$ cat src/rtl/cpu_run_ctrl_pkg.sv
// Shared definitions for the minisys-32 run/step/halt sequencer:
// state codes, BREAK decode constants and the BREAK decode helper.
package cpu_run_ctrl_pkg;

  typedef enum logic [2:0] {
    RUN_IDLE    = 3'd0,
    RUN_RUN     = 3'd1,
    RUN_PAUSE   = 3'd2,
    RUN_IO_WAIT = 3'd3,
    RUN_HALT    = 3'd4
  } run_state_e;

  localparam logic [5:0] OP_SPECIAL   = 6'h00;
  localparam logic [5:0] BRK_FUNC_DEF = 6'h0D;

  // BREAK is an R-type (opcode 0) instruction whose funct field matches.
  function automatic logic is_brk(input logic [31:0] instr, input logic [5:0] func);
    return (instr[31:26] == OP_SPECIAL) && (instr[5:0] == func);
  endfunction

endpackage

$ cat src/rtl/cpu_run_ctrl_sat_counter.sv
// Saturating up-counter with synchronous active-low reset; holds at all-ones.
module sat_counter #(
  parameter int W = 32
) (
  input  logic         i_clk,
  input  logic         i_rst_n,
  input  logic         i_inc,
  output logic [W-1:0] o_cnt
);

  logic [W-1:0] r_cnt;

  always_ff @(posedge i_clk) begin
    if (!i_rst_n)                      r_cnt <= '0;
    else if (i_inc && (r_cnt != '1))   r_cnt <= r_cnt + 1'b1;
  end

  assign o_cnt = r_cnt;

endmodule

$ cat src/rtl/cpu_run_ctrl.sv
// Run/step/halt sequencer: produces the Mealy commit enable cpu_en that gates
// PC update, register write and data memory write of the minisys-32 core.
module cpu_run_ctrl
  import cpu_run_ctrl_pkg::*;
#(
  parameter int         ADDR_W   = 32,
  parameter int         CNT_W    = 32,
  parameter logic [5:0] BRK_FUNC = BRK_FUNC_DEF
) (
  input  logic              clock,
  input  logic              reset_n,
  input  logic              go_pulse,
  input  logic              mode_step,
  input  logic [ADDR_W-1:0] pc,
  input  logic [31:0]       instruction,
  input  logic              io_read,
  input  logic              bp_en,
  input  logic [ADDR_W-1:0] bp_addr,
  output logic              cpu_en,
  output logic [2:0]        run_state,
  output logic              io_wait,
  output logic              halted,
  output logic [CNT_W-1:0]  retired_cnt
);

  run_state_e r_state;
  logic       r_io_wait;
  logic       r_halted;
  run_state_e w_nxt;
  logic       w_cpu_en;
  logic       w_brk;
  logic       w_bp_hit;
  run_state_e w_resume;

  assign w_brk    = is_brk(instruction, BRK_FUNC);
  assign w_bp_hit = bp_en && (pc == bp_addr);
  assign w_resume = mode_step ? RUN_PAUSE : RUN_RUN;

  // In RUN any stall reason wins over a concurrent go_pulse, which is dropped.
  always_comb begin
    w_cpu_en = 1'b0;
    w_nxt    = RUN_IDLE;
    case (r_state)
      RUN_IDLE: w_nxt = go_pulse ? w_resume : RUN_IDLE;
      RUN_RUN: begin
        if (w_brk)                      w_nxt = RUN_HALT;
        else if (mode_step || w_bp_hit) w_nxt = RUN_PAUSE;
        else if (io_read)               w_nxt = RUN_IO_WAIT;
        else begin
          w_cpu_en = 1'b1;
          w_nxt    = RUN_RUN;
        end
      end
      // Breakpoint is not re-checked here so a resumed PC commits exactly once.
      RUN_PAUSE: begin
        w_nxt = RUN_PAUSE;
        if (go_pulse) begin
          if (w_brk) w_nxt = RUN_HALT;
          else begin
            w_cpu_en = 1'b1;
            w_nxt    = w_resume;
          end
        end
      end
      RUN_IO_WAIT: begin
        w_nxt = RUN_IO_WAIT;
        if (go_pulse) begin
          w_cpu_en = 1'b1;
          w_nxt    = w_resume;
        end
      end
      RUN_HALT: w_nxt = RUN_HALT;
      default:  w_nxt = RUN_IDLE;
    endcase
  end

  always_ff @(posedge clock) begin
    if (!reset_n) begin
      r_state   <= RUN_IDLE;
      r_io_wait <= 1'b0;
      r_halted  <= 1'b0;
    end else begin
      r_state   <= w_nxt;
      r_io_wait <= (w_nxt == RUN_IO_WAIT);
      r_halted  <= (w_nxt == RUN_HALT);
    end
  end

  assign cpu_en    = w_cpu_en & reset_n;
  assign run_state = r_state;
  assign io_wait   = r_io_wait;
  assign halted    = r_halted;

  sat_counter #(.W(CNT_W)) u_retired (
    .i_clk   (clock),
    .i_rst_n (reset_n),
    .i_inc   (cpu_en),
    .o_cnt   (retired_cnt)
  );

endmodule

$ cat config.mk
export PLATFORM = sky130hd
export DESIGN_NAME = cpu_run_ctrl
export DESIGN_NICKNAME = d
export VERILOG_FILES = /design/src/rtl/cpu_run_ctrl_pkg.sv /design/src/rtl/cpu_run_ctrl_sat_counter.sv /design/src/rtl/cpu_run_ctrl.sv
export SDC_FILE = /design/constraint.sdc
export NUM_CORES = 1
export LEC_CHECK = 0
export BUFFER_PORTS_ARGS = -buffer_cell sky130_fd_sc_hd__clkbuf_2
export CAP_MARGIN = 30
export CORE_ASPECT_RATIO = 0.6
export CORE_MARGIN = 2
export CORE_UTILIZATION = 44
export CTS_CLUSTER_SIZE = 10
export DETAILED_ROUTE_END_ITERATION = 7
export GPL_TIMING_DRIVEN = 0
export HOLD_SLACK_MARGIN = 0.05
export PLACE_DENSITY = 0.8
export SETUP_SLACK_MARGIN = 0.2
export SLEW_MARGIN = 25
export SYNTH_ARGS = -nofsm -noshare
export SYNTH_HDL_FRONTEND = slang
export SYNTH_HIERARCHICAL = 1
export SYNTH_SLANG_ARGS = --single-unit
$ cat constraint.sdc
create_clock -name clock -period 3.9 [get_ports clock]
set_input_delay 0.195 -clock clock [delete_from_list [all_inputs] [get_ports clock]]
set_output_delay 0.195 -clock clock [all_outputs]
set_load 0.05 [all_outputs]
After elaboration in Yosys (flattened, before gate mapping)
Cells that the tools add are included.

Add/sub/neg operators: 1. Eq/ne operators: 9. Muxes and demuxes: 16. Bitwise logic cells: 1. Reduce and logical (&&, ||, !) cells: 6.

Operator list (number): 32-bit by 1-bit adder with 32-bit output (second input constant) (1); 32-bit == test (1); 32-bit != test (second input constant) (1); 3-bit case mux with 5 select lines (1); 2-bit two-way mux (5); 3-bit by 2-bit == test with 1-bit output (second input constant) (3); 3-bit two-way mux (3); 3-bit == test (second input constant) (2); 6-bit by 4-bit == test with 1-bit output (second input constant) (1); 6-bit logical NOT (1); 1-bit two-way mux (6); 3-bit by 1-bit == test with 1-bit output (second input constant) (1); 1-bit logical AND (3); 3-bit logical NOT (1); 1-bit case mux with 3 select lines (1); 1-bit AND (1); 1-bit logical OR (1).

Flip-flop bits (word level): 37. Input bits: 102. Output and inout bits: 38.

Longest topological paths before layout
Gate-level depths: netlist of the first run.

Depth after elaboration: 8. Depth in mapped cells: 11. Depth with buffers taken out: 10.

Modules after synthesis
The synthesis of the first run kept the hierarchy.

By module, submodules not included: sat_counter (instances 1, cells an instance 200, area an instance 1704.1 um2, sequential area each 640.6 um2); cpu_run_ctrl (instances 1, cells an instance 92, area an instance 718.2 um2, sequential area each 100.1 um2).

Worst setup path before layout of the first run
Ideal clock, no wire load.

Kind: reg2reg. From: register r_state[0] (netlist: run_state[0]). To: register u_retired.r_cnt[31] (netlist: u_retired/o_cnt[31]). Arrival time: 3603 ps. Data required time: 3830 ps. Slack: 228 ps. Cell stages (with the launch flop): 11. Clock period less this slack: 3672 ps. Path through: dfxtp_1 > nor3b_1 > o31ai_1 > nor4b_1 > o31ai_1 > nand2_1 > nand4_1 > or4_4 > or3_1 > or4_1 > a21oi_1.

Cells in the longest elaborated chain, start to end: 4. Elaborated cells between the ends (all ways): 6. Classes of those cells: eq/ne: 3; mux: 1; bitwise: 1; reduce/logical: 1.

RTL lines: start: declaration (line cpu_run_ctrl.sv:26) `run_state_e r_state;`; start signal: assignment (line cpu_run_ctrl.sv:83) `r_state <= w_nxt;`; 3-bit by 2-bit == test with 1-bit output / 3-bit by 1-bit == test with 1-bit output (equally long branches) (line cpu_run_ctrl.sv:43) `case (r_state)`; 1-bit case mux with 3 select lines (*) (line cpu_run_ctrl.sv:43); 1-bit AND (*) (line cpu_run_ctrl.sv:89) `assign cpu_en = w_cpu_en & reset_n;`; net cpu_en (line cpu_run_ctrl.sv:19) `output logic cpu_en,`; 1-bit logical AND (*) (line cpu_run_ctrl_sat_counter.sv:15) `else if (i_inc && (r_cnt != '1)) r_cnt <= r_cnt + 1'b1;`; end signal: assignment (line cpu_run_ctrl_sat_counter.sv:15); end: declaration (line cpu_run_ctrl_sat_counter.sv:11) `logic [W-1:0] r_cnt;`.

Mark *: on every way through the listed nets, which the timed path passes. The rest lies on a longest branch. A chain may end at the register's enable or synchronous reset.

Worst setup path after layout of the first run
From: register r_state[0] (netlist: run_state[0]). To: register u_retired.r_cnt[31] (netlist: u_retired/o_cnt[31]).

Cells in the longest elaborated chain, start to end: 4. Elaborated cells between the ends (all ways): 6. Classes of those cells: eq/ne: 3; mux: 1; bitwise: 1; reduce/logical: 1.

RTL lines (line): 3-bit by 2-bit == test with 1-bit output / 3-bit by 1-bit == test with 1-bit output (equally long branches) (cpu_run_ctrl.sv:43); 1-bit case mux with 3 select lines (*) (cpu_run_ctrl.sv:43); 1-bit AND (*) (cpu_run_ctrl.sv:89); 1-bit logical AND (*) (cpu_run_ctrl_sat_counter.sv:15).

Mark *: on every way between the ends. The rest lies on a longest branch, timed or not.

==> summary.txt, run 1 <==
Die
  – Die Span Y: 61.5 µm
  – Core area: 0.00518 mm²
  – Area of the die: 0.00613 mm²
  – Starting Density: 46.8%
  – Top-level I/O count: 140
  – Rows: 20
  – Die width: 99.8 µm

Clock tree
  – Clock-pin slew on the worst setup and hold paths: 80 ps
  – Later-pin clock latency in the skew report: 290 ps
  – Clock H-tree levels: 2
  – Number of clock sinks: 37
  – Hold Buf Count CTS: 0
  – Setup fix buffers added after clock tree synthesis: 0
  – Num CTS Buffers: 5
  – CTS tree: built
  – Maximum buffer depth of the clock tree: 2
  – Root Buffer Master: sky130_fd_sc_hd__clkbuf_8

Finish
  – Area added between synthesis and finish: 32.4%
  – Storage element area: 741 µm²
  – Final antenna diode count: 0
  – Area occupied by multi-input gates: 0.00162 mm²
  – Filler cells: 478
  – Final nets: 521
  – Layout cells sized above 1: 33.2%

Drt
  – WL per Instance: 15.7 µm
  – Number of nets still failing antenna checks after routing: 0
  – Vias per cell: 5.81
  – Total wirelength of the detailed-routed design: 7.60 mm
  – First-pass iteration count of the detailed router: 6
  – DRT iter0 DRCs: 253
  – Total via count after detailed routing: 2819
  – Drt drc: 0

Pwr
  – Max VDD drop: 0.000130 V
  – Leak Pwr: 0.00133 µW
  – Net switching power: 227 µW
  – Gate power share: 17.1%
  – Internal Power: 606 µW
  – Power density over cell area: 260 mW/mm²
  – Seq pwr share: 46.6%
  – Net switching fraction of the power: 27.3%
  – Fraction of power consumed by the clock network: 36.3%

Global route
  – GRT busiest layer: met2
  – GR Util met3: 5.68%
  – Total track usage: 25.3%
  – Global route overflow: 0
  – Global Route met1 Usage: 36.7%
  – Antenna violations before repair: 0
  – GR Util met2: 39.2%
  – Wire length of the first global-routing pass: 12.1 mm
  – Pin count of the biggest net entering global routing: 12
  – Vias in the first global route: 2497

Placed design
  – Routability congestion estimate: 0.867
  – HPWL reported at the end of detailed placement: 6.03 mm
  – Number of input and output port buffers inserted: 119

Yosys
  – Synthesized netlist net count: 395
  – Commonest cells in the synthesized netlist: 37 x sky130_fd_sc_hd__dfxtp_1, 32 x sky130_fd_sc_hd__xor2_1, 21 x sky130_fd_sc_hd__nand2_1
  – Post-synthesis cell count: 292
  – Number of synthesized register bits: 37
  – Netlist cell types: 45
  – Area share of the largest cell type after synthesis: 30.6%
  – Yosys warning count: 6
  – Library cell with the largest summed area after synthesis: sky130_fd_sc_hd__dfxtp_1
  – EDFF count, synth: 0
  – Main area contributors after synthesis: sky130_fd_sc_hd__dfxtp_1 31%, sky130_fd_sc_hd__xor2_1 12%, sky130_fd_sc_hd__a21oi_1 4.1%
  – Mean instance size in the synthesized netlist: 8.30 µm²
  – Most frequent cell after synthesis: sky130_fd_sc_hd__dfxtp_1
  – Seq/Total Area, Yosys: 30.6%
  – Synthesized area: 0.00242 mm²
  – Synth async-reset ratio: 0%
  – Primary FF master, synth: sky130_fd_sc_hd__dfxtp_1

Worst setup path
  – Crit path kind: reg2reg
  – Maximum fanout along the worst path: 10
  – Data arrival at the endpoint of the critical path: 3630 ps
  – Category of the worst setup path capture point: flop
  – Sort of element at the start of the critical path: flop
  – Worst Path Required: 4130 ps

STA
  – Measured slew at the worst slew-check pin: 703 ps
  – Hold Violations, Final: 0
  – TNS Setup: 0 ps
  – Worst max-slew margin expressed relative to the limit: 52.6%
  – Highest clock rate: 294 MHz
  – Final setup viols: 0
  – Part of the cycle the worst path needs: 87.2%
  – Setup repair after global routing missed its margin: no
  – Number of pins with negative max-slew slack in the final report: 0
  – Setup Skew: 10.2 ps
  – Final Hold Slack: 188 ps
  – Tmin final: 3400 ps

Worst hold path
  – Hold/Removal Path Class: in2reg

Run status
  – Outcome: completed

Flow run
  – Number of maximum-capacitance violations: 0
-- final timing paths --
kind                                                    endpoint  slack, ps  cells past startpoint                        startpoint
worst max-delay path            u_retired/o_cnt[31]$_SDFFE_PN0P_        500                     10           run_state[0]$_SDFF_PN0_
worst min-delay path                           halted$_SDFF_PN0_        190                      2                           reset_n
worst max register to register  u_retired/o_cnt[31]$_SDFFE_PN0P_        500                     10           run_state[0]$_SDFF_PN0_
worst min register to register  u_retired/o_cnt[27]$_SDFFE_PN0P_        490                      2  u_retired/o_cnt[27]$_SDFFE_PN0P_
-- layout by cell type (no fill, tap or decap), drive strengths merged, types with 13 or more instances in the layout --
cell,Yosys,final
xor2,32,32
a21oi,20,20
nand2,21,21
nor2,13,13
or4,15,15
clkbuf,10,136
dfxtp,37,37
nor4,15,15
o31ai,13,13
nand3,16,16
-- final cells by class --
| class | instances | share of cell area, % |
|---|---|---|
| multi-input cells | 238 | 50.5 |
| clock inverters | 1 | 0.156 |
| well taps | 66 | 2.57 |
| clock buffers | 7 | 3.00 |
| repair buffers | 119 | 18.6 |
| flip-flops and latches | 37 | 23.1 |
| inverters | 5 | 0.585 |
| plain buffers | 12 | 1.56 |
-- metal layers --
metal / part of all wire (%) / vias up
met5: 0 / -
met4: 0.55 / 0
met3: 9.8 / 7
met2: 43 / 146
met1: 47 / 1301
li1: - / 1365
-- sequential cells by signal (all words and copies together), names as in the netlist --
signal and cells:
halted 1, run_state 3, io_wait 1, u_retired/o_cnt 32
-- worst max-delay path, cell delays in order, from the launching register on --
cell                      delay (ps)
sky130_fd_sc_hd__dfxtp_1         500
sky130_fd_sc_hd__nor3b_1         240
sky130_fd_sc_hd__o31ai_1         170
sky130_fd_sc_hd__nor4b_2         350
sky130_fd_sc_hd__a21oi_1         140
sky130_fd_sc_hd__nand2_1         220
sky130_fd_sc_hd__nand4_1         190
sky130_fd_sc_hd__or4_4           540
sky130_fd_sc_hd__or3_1           400
sky130_fd_sc_hd__or4_1           400
sky130_fd_sc_hd__a21oi_1         160
-- metrics by stage --
stage | total power, µW | cell area (µm²) | std cells | setup WS [ps] | util (%)
detailed placement | 539 | 3100 | 477 | 424 | 59.9
global route | 874 | 3210 | 485 | 280 | 61.9
global placement | 534 | 3100 | 477 | 520 | 59.9
CTS | 836 | 3200 | 485 | 397 | 61.8
floorplan | 472 | 2420 | 292 | 228 | -
finish | 833 | 3210 | 485 | 501 | 61.9
-- cells by family (layout without fill, tap and decap cells) --
| kind of cell | Yosys count | in the layout | synth area share, % |
|---|---|---|---|
| compound gates | 59 | 59 | 16.6 |
| xor+xnor | 37 | 37 | 13.4 |
| fa+ha+maj | 1 | 1 | 0.516 |
| buf+inv | 17 | 144 | 2.84 |
| flops | 37 | 37 | 30.6 |
| mux | 7 | 7 | 2.89 |
| simple gates | 134 | 134 | 33.2 |
-- repair_timing --
item / in CTS / in global routing
gates resized for setup: 0 / 1
endpoints found under the setup margin: 0 / 1
hold endpoints to repair: 0 / 0
-- power by group through the flow --
stage	Clock [µW]	Sequential [µW]	Combinational, µW
3_5_place_dp	0	397	141
3_3_place_gp	0	397	137
5_1_grt	328	389	157
4_1_cts	305	388	142
2_1_floorplan	0	412	59.6
6_report	302	388	142
(Power assumes the default switching activity.)
==> run 2, diff against run 1 <==
ABC_AREA = 1   (was unset)
CORE_UTILIZATION = 47   (was 44)
PLACE_DENSITY = 0.82   (was 0.8)
==> summary.txt, run 2 <==
Yosys
  – Multiplexer fraction of the synthesized cell area: 0% (-2.9 points)
  – Yosys warning count: 6 (unchanged)
  – Most frequent cell after synthesis: sky130_fd_sc_hd__nand2_1
  – Combinational family with the most area after synthesis: simple AND/OR/NAND/NOR gates
  – Post-synthesis share of cell area spent on xor and xnor gates: 3.43% (-9.9 points)
  – Seq/Total Area, Yosys: 26.4% (-4.2 points)
  – Area share of the largest cell type after synthesis: 26.4% (-4.2 points)
  – Primary FF master, synth: sky130_fd_sc_hd__dfxtp_1
  – Number of synthesized register bits: 37 (unchanged)
  – EDFF count, synth: 0 (unchanged)
  – Simple-gate area share of the yosys netlist: 50.9% (+18 points)
  – Synth async-reset ratio: 0% (unchanged)
  – Post-synthesis cell count: 499 (+71%)
  – Mean instance size in the synthesized netlist: 5.62 µm² (-32%)
  – Compound-cell area share of the yosys netlist: 7.04% (-9.6 points)
  – Library cell with the largest summed area after synthesis: sky130_fd_sc_hd__dfxtp_1
  – Share of synthesized cell area in full adder, half adder and majority cells: 0.446% (-0.071 points)
  – Synthesized netlist net count: 602 (+52%)
  – Synthesized area: 0.00281 mm² (+16%)
  – Main area contributors after synthesis: sky130_fd_sc_hd__dfxtp_1 26%, sky130_fd_sc_hd__nand2_1 19%, sky130_fd_sc_hd__nor2_1 14%
  – Commonest cells in the synthesized netlist: 145 x sky130_fd_sc_hd__nand2_1, 101 x sky130_fd_sc_hd__nor2_1, 74 x sky130_fd_sc_hd__inv_1
  – Netlist cell types: 29 (-36%)

Worst setup path
  – Category of the worst setup path capture point: flop
  – Family with the most delay on the worst path: simple AND/OR/NAND/NOR gates
  – Crit path kind: reg2reg
  – Sort of element at the start of the critical path: flop
  – Sequence of cells on the critical path: inv_1 -> nor2_2 -> nand2_1 -> nor2_1 -> nand4_1 -> a21oi_1 -> inv_1 -> nor2_1 -> nand2_1 -> nor2_1 -> nand4_1 -> nand2_1 -> nor2_1
  – Data arrival at the endpoint of the critical path: 3000 ps (-630 ps)
  – Maximum fanout along the worst path: 8 (-2)
  – Worst Path Required: 4090 ps (-40 ps)
  – Sum of buffers and inverters on the critical path: 2 (+2)
  – Crit path top cell by count: sky130_fd_sc_hd__nor2_1
  – Slowest library cell on the worst path: sky130_fd_sc_hd__dfxtp_1
  – Biggest cell delay along the critical path: 370 ps (-170 ps)

Pwr
  – Power density over cell area: 249 mW/mm² (-4.1%)
  – Post-layout power: 902 µW (+8.2%)
  – Max VDD drop: 0.000122 V (-6.1%)
  – Leak Pwr: 0.00181 µW (+36%)

Run status
  – Outcome: completed

Clock tree
  – Hold Buf Count CTS: 0 (unchanged)
  – Maximum buffer depth of the clock tree: 2 (unchanged)
  – Clock H-tree levels: 2 (unchanged)
  – Num CTS Buffers: 5 (unchanged)
  – Setup fix buffers added after clock tree synthesis: 0 (unchanged)
  – Number of clock sinks: 37 (unchanged)
  – Quantity of gates resized following cts: 0 (unchanged)
  – CTS tree: built
  – Later-pin clock latency in the skew report: 290 ps (about the same)
  – Clock-pin slew on the worst setup and hold paths: 80 ps (about the same)
  – Root Buffer Master: sky130_fd_sc_hd__clkbuf_8

Finish
  – Area added between synthesis and finish: 28.9%
  – Layout cells sized above 1: 24.0% (-9.2 points)
  – Area occupied by multi-input gates: 0.00174 mm² (+7.2%)
  – Storage element area: 741 µm² (unchanged)
  – Filler cells: 566 (+18%)
  – Commonest non-fill, non-tap cell in the layout: sky130_fd_sc_hd__nand2_1
  – Final nets: 728 (+40%)
  – Flip-flop count of the largest register after layout: 32 (unchanged)
  – Commonest non-fill, non-tap cells in the layout: 145 x sky130_fd_sc_hd__nand2_1, 119 x sky130_fd_sc_hd__clkbuf_2, 101 x sky130_fd_sc_hd__nor2_1
  – Final antenna diode count: 0 (unchanged)

Flow run
  – Number of maximum-capacitance violations: 0 (unchanged)

STA
  – Final setup viols: 0 (unchanged)
  – Setup Skew: 9.33 ps (-0.843 ps)
  – Highest clock rate: 357 MHz (+21%)
  – Setup repair after global routing missed its margin: no
  – Hold Violations, Final: 0 (unchanged)
  – Worst max-slew margin expressed relative to the limit: 57.5% (+4.8 points)
  – Tmin final: 2800 ps (-595 ps)
  – Number of pins with negative max-slew slack in the final report: 0 (unchanged)
  – Part of the cycle the worst path needs: 71.9% (-15 points)
  – Measured slew at the worst slew-check pin: 638 ps (-65.1 ps)
  – TNS Setup: 0 ps (unchanged)

Drt
  – Drt drc: 0 (unchanged)
  – Number of nets still failing antenna checks after routing: 0 (unchanged)
  – DRT iter0 DRCs: 339 (+34%)
  – First-pass iteration count of the detailed router: 6 (unchanged)
  – WL per Instance: 11.9 µm (-24%)
  – Total via count after detailed routing: 3574 (+27%)
  – Vias per cell: 5.06 (-13%)
  – Total wirelength of the detailed-routed design: 8.38 mm (+10%)

Placed design
  – Routability congestion estimate: 0.987 (+14%)
  – Number of input and output port buffers inserted: 119 (unchanged)
  – HPWL reported at the end of detailed placement: 6.83 mm (+13%)

Global route
  – Pin count of the biggest net entering global routing: 12 (unchanged)
  – Wire length of the first global-routing pass: 14.2 mm (+18%)
  – Vias in the first global route: 3247 (+30%)
  – Antenna violations before repair: 0 (unchanged)
  – Global route overflow: 0 (unchanged)
  – Total track usage: 26.4% (+1.0 points)

Die
  – Die Span Y: 63.9 µm (+3.9%)
  – Core area: 0.00568 mm² (+9.6%)
  – Rows: 21 (+5.0%)
  – Top-level I/O count: 140 (unchanged)
  – Area of the die: 0.00663 mm² (+8.0%)
  – Starting Density: 49.4% (+2.7 points)
  – Die width: 104 µm (+4.0%)

Worst hold path
  – Hold/Removal Path Class: in2reg
==> run 2: cell count changes in the layout (fill, tap and decap cells not counted), sizes merged, moves of 15 or more <==
cell / change
inv: +69
nand2: +128
nand3: +26
nor2: +97
nor4: -15
or4: -15
xor2: -31
==> run 2: stage by stage <==
step / instance area (µm²) / hold slack (ps) / util (%) / worst slack (ps) / std cells
2_1_floorplan: 2810 / 312 / - / 537 / 499
3_3_place_gp: 3500 / 446 / 61.7 / 1320 / 698
3_5_place_dp: 3500 / 458 / 61.7 / 1240 / 698
4_1_cts: 3620 / 159 / 63.8 / 1220 / 706
5_1_grt: 3620 / 170 / 63.8 / 861 / 706
6_report: 3620 / 156 / 63.8 / 1100 / 706
==> run 2: cell type report <==
type | instances | share of cell area, %
multi-input cells | 379 | 48.0
inverters | 74 | 7.68
repair buffers | 119 | 16.5
clock inverters | 1 | 0.830
flip-flops and latches | 37 | 20.5
clock buffers | 7 | 2.39
well taps | 80 | 2.77
plain buffers | 9 | 1.45
==> run 2: path summary, 6_finish.rpt <==
| kind | slack [ps] | cells after the start | startpoint | endpoint |
|---|---|---|---|---|
| hold reg to reg | 520 | 2 | u_retired/o_cnt[22]$_SDFFE_PN0P_ | u_retired/o_cnt[22]$_SDFFE_PN0P_ |
| setup / recovery | 1100 | 13 | run_state[0]$_SDFF_PN0_ | u_retired/o_cnt[17]$_SDFFE_PN0P_ |
| hold / removal | 160 | 3 | reset_n | run_state[0]$_SDFF_PN0_ |
| setup reg to reg | 1100 | 13 | run_state[0]$_SDFF_PN0_ | u_retired/o_cnt[17]$_SDFFE_PN0P_ |
==> run 2: worst reg2reg max path, stage by stage (launching register included) <==
cell                      delay, ps
sky130_fd_sc_hd__dfxtp_1        370
sky130_fd_sc_hd__inv_1           90
sky130_fd_sc_hd__nor2_2         110
sky130_fd_sc_hd__nand2_1         70
sky130_fd_sc_hd__nor2_1         260
sky130_fd_sc_hd__nand4_1        140
sky130_fd_sc_hd__a21oi_1        340
sky130_fd_sc_hd__inv_1          250
sky130_fd_sc_hd__nor2_1         300
sky130_fd_sc_hd__nand2_1        180
sky130_fd_sc_hd__nor2_1         300
sky130_fd_sc_hd__nand4_1        140
sky130_fd_sc_hd__nand2_1         80
sky130_fd_sc_hd__nor2_1          60
==> run 2: cells by family after synthesis <==
family          count (synthesis)
fa+ha+maj                       1
compound gates                 35
flops                          37
simple gates                  332
buf+inv                        83
xor+xnor                       11
==> run 2: power breakdown <==
part	internal, µW	switching, µW	total [µW]
sequential	382	4.09	386
clock	209	137	346
combinational	70.4	99.0	169
total	661	240	902
==> run 2: per-layer routing <==
layer	vias to the layer above	share of wire, %	routed length (µm)	global-route usage [%]
li1	1816	-	-	-
met1	1552	46	3860	36.3
met2	188	43	3570	41.9
met3	18	9.9	832	5.71
met4	0	1.4	120	7.60
met5	-	0	0	0
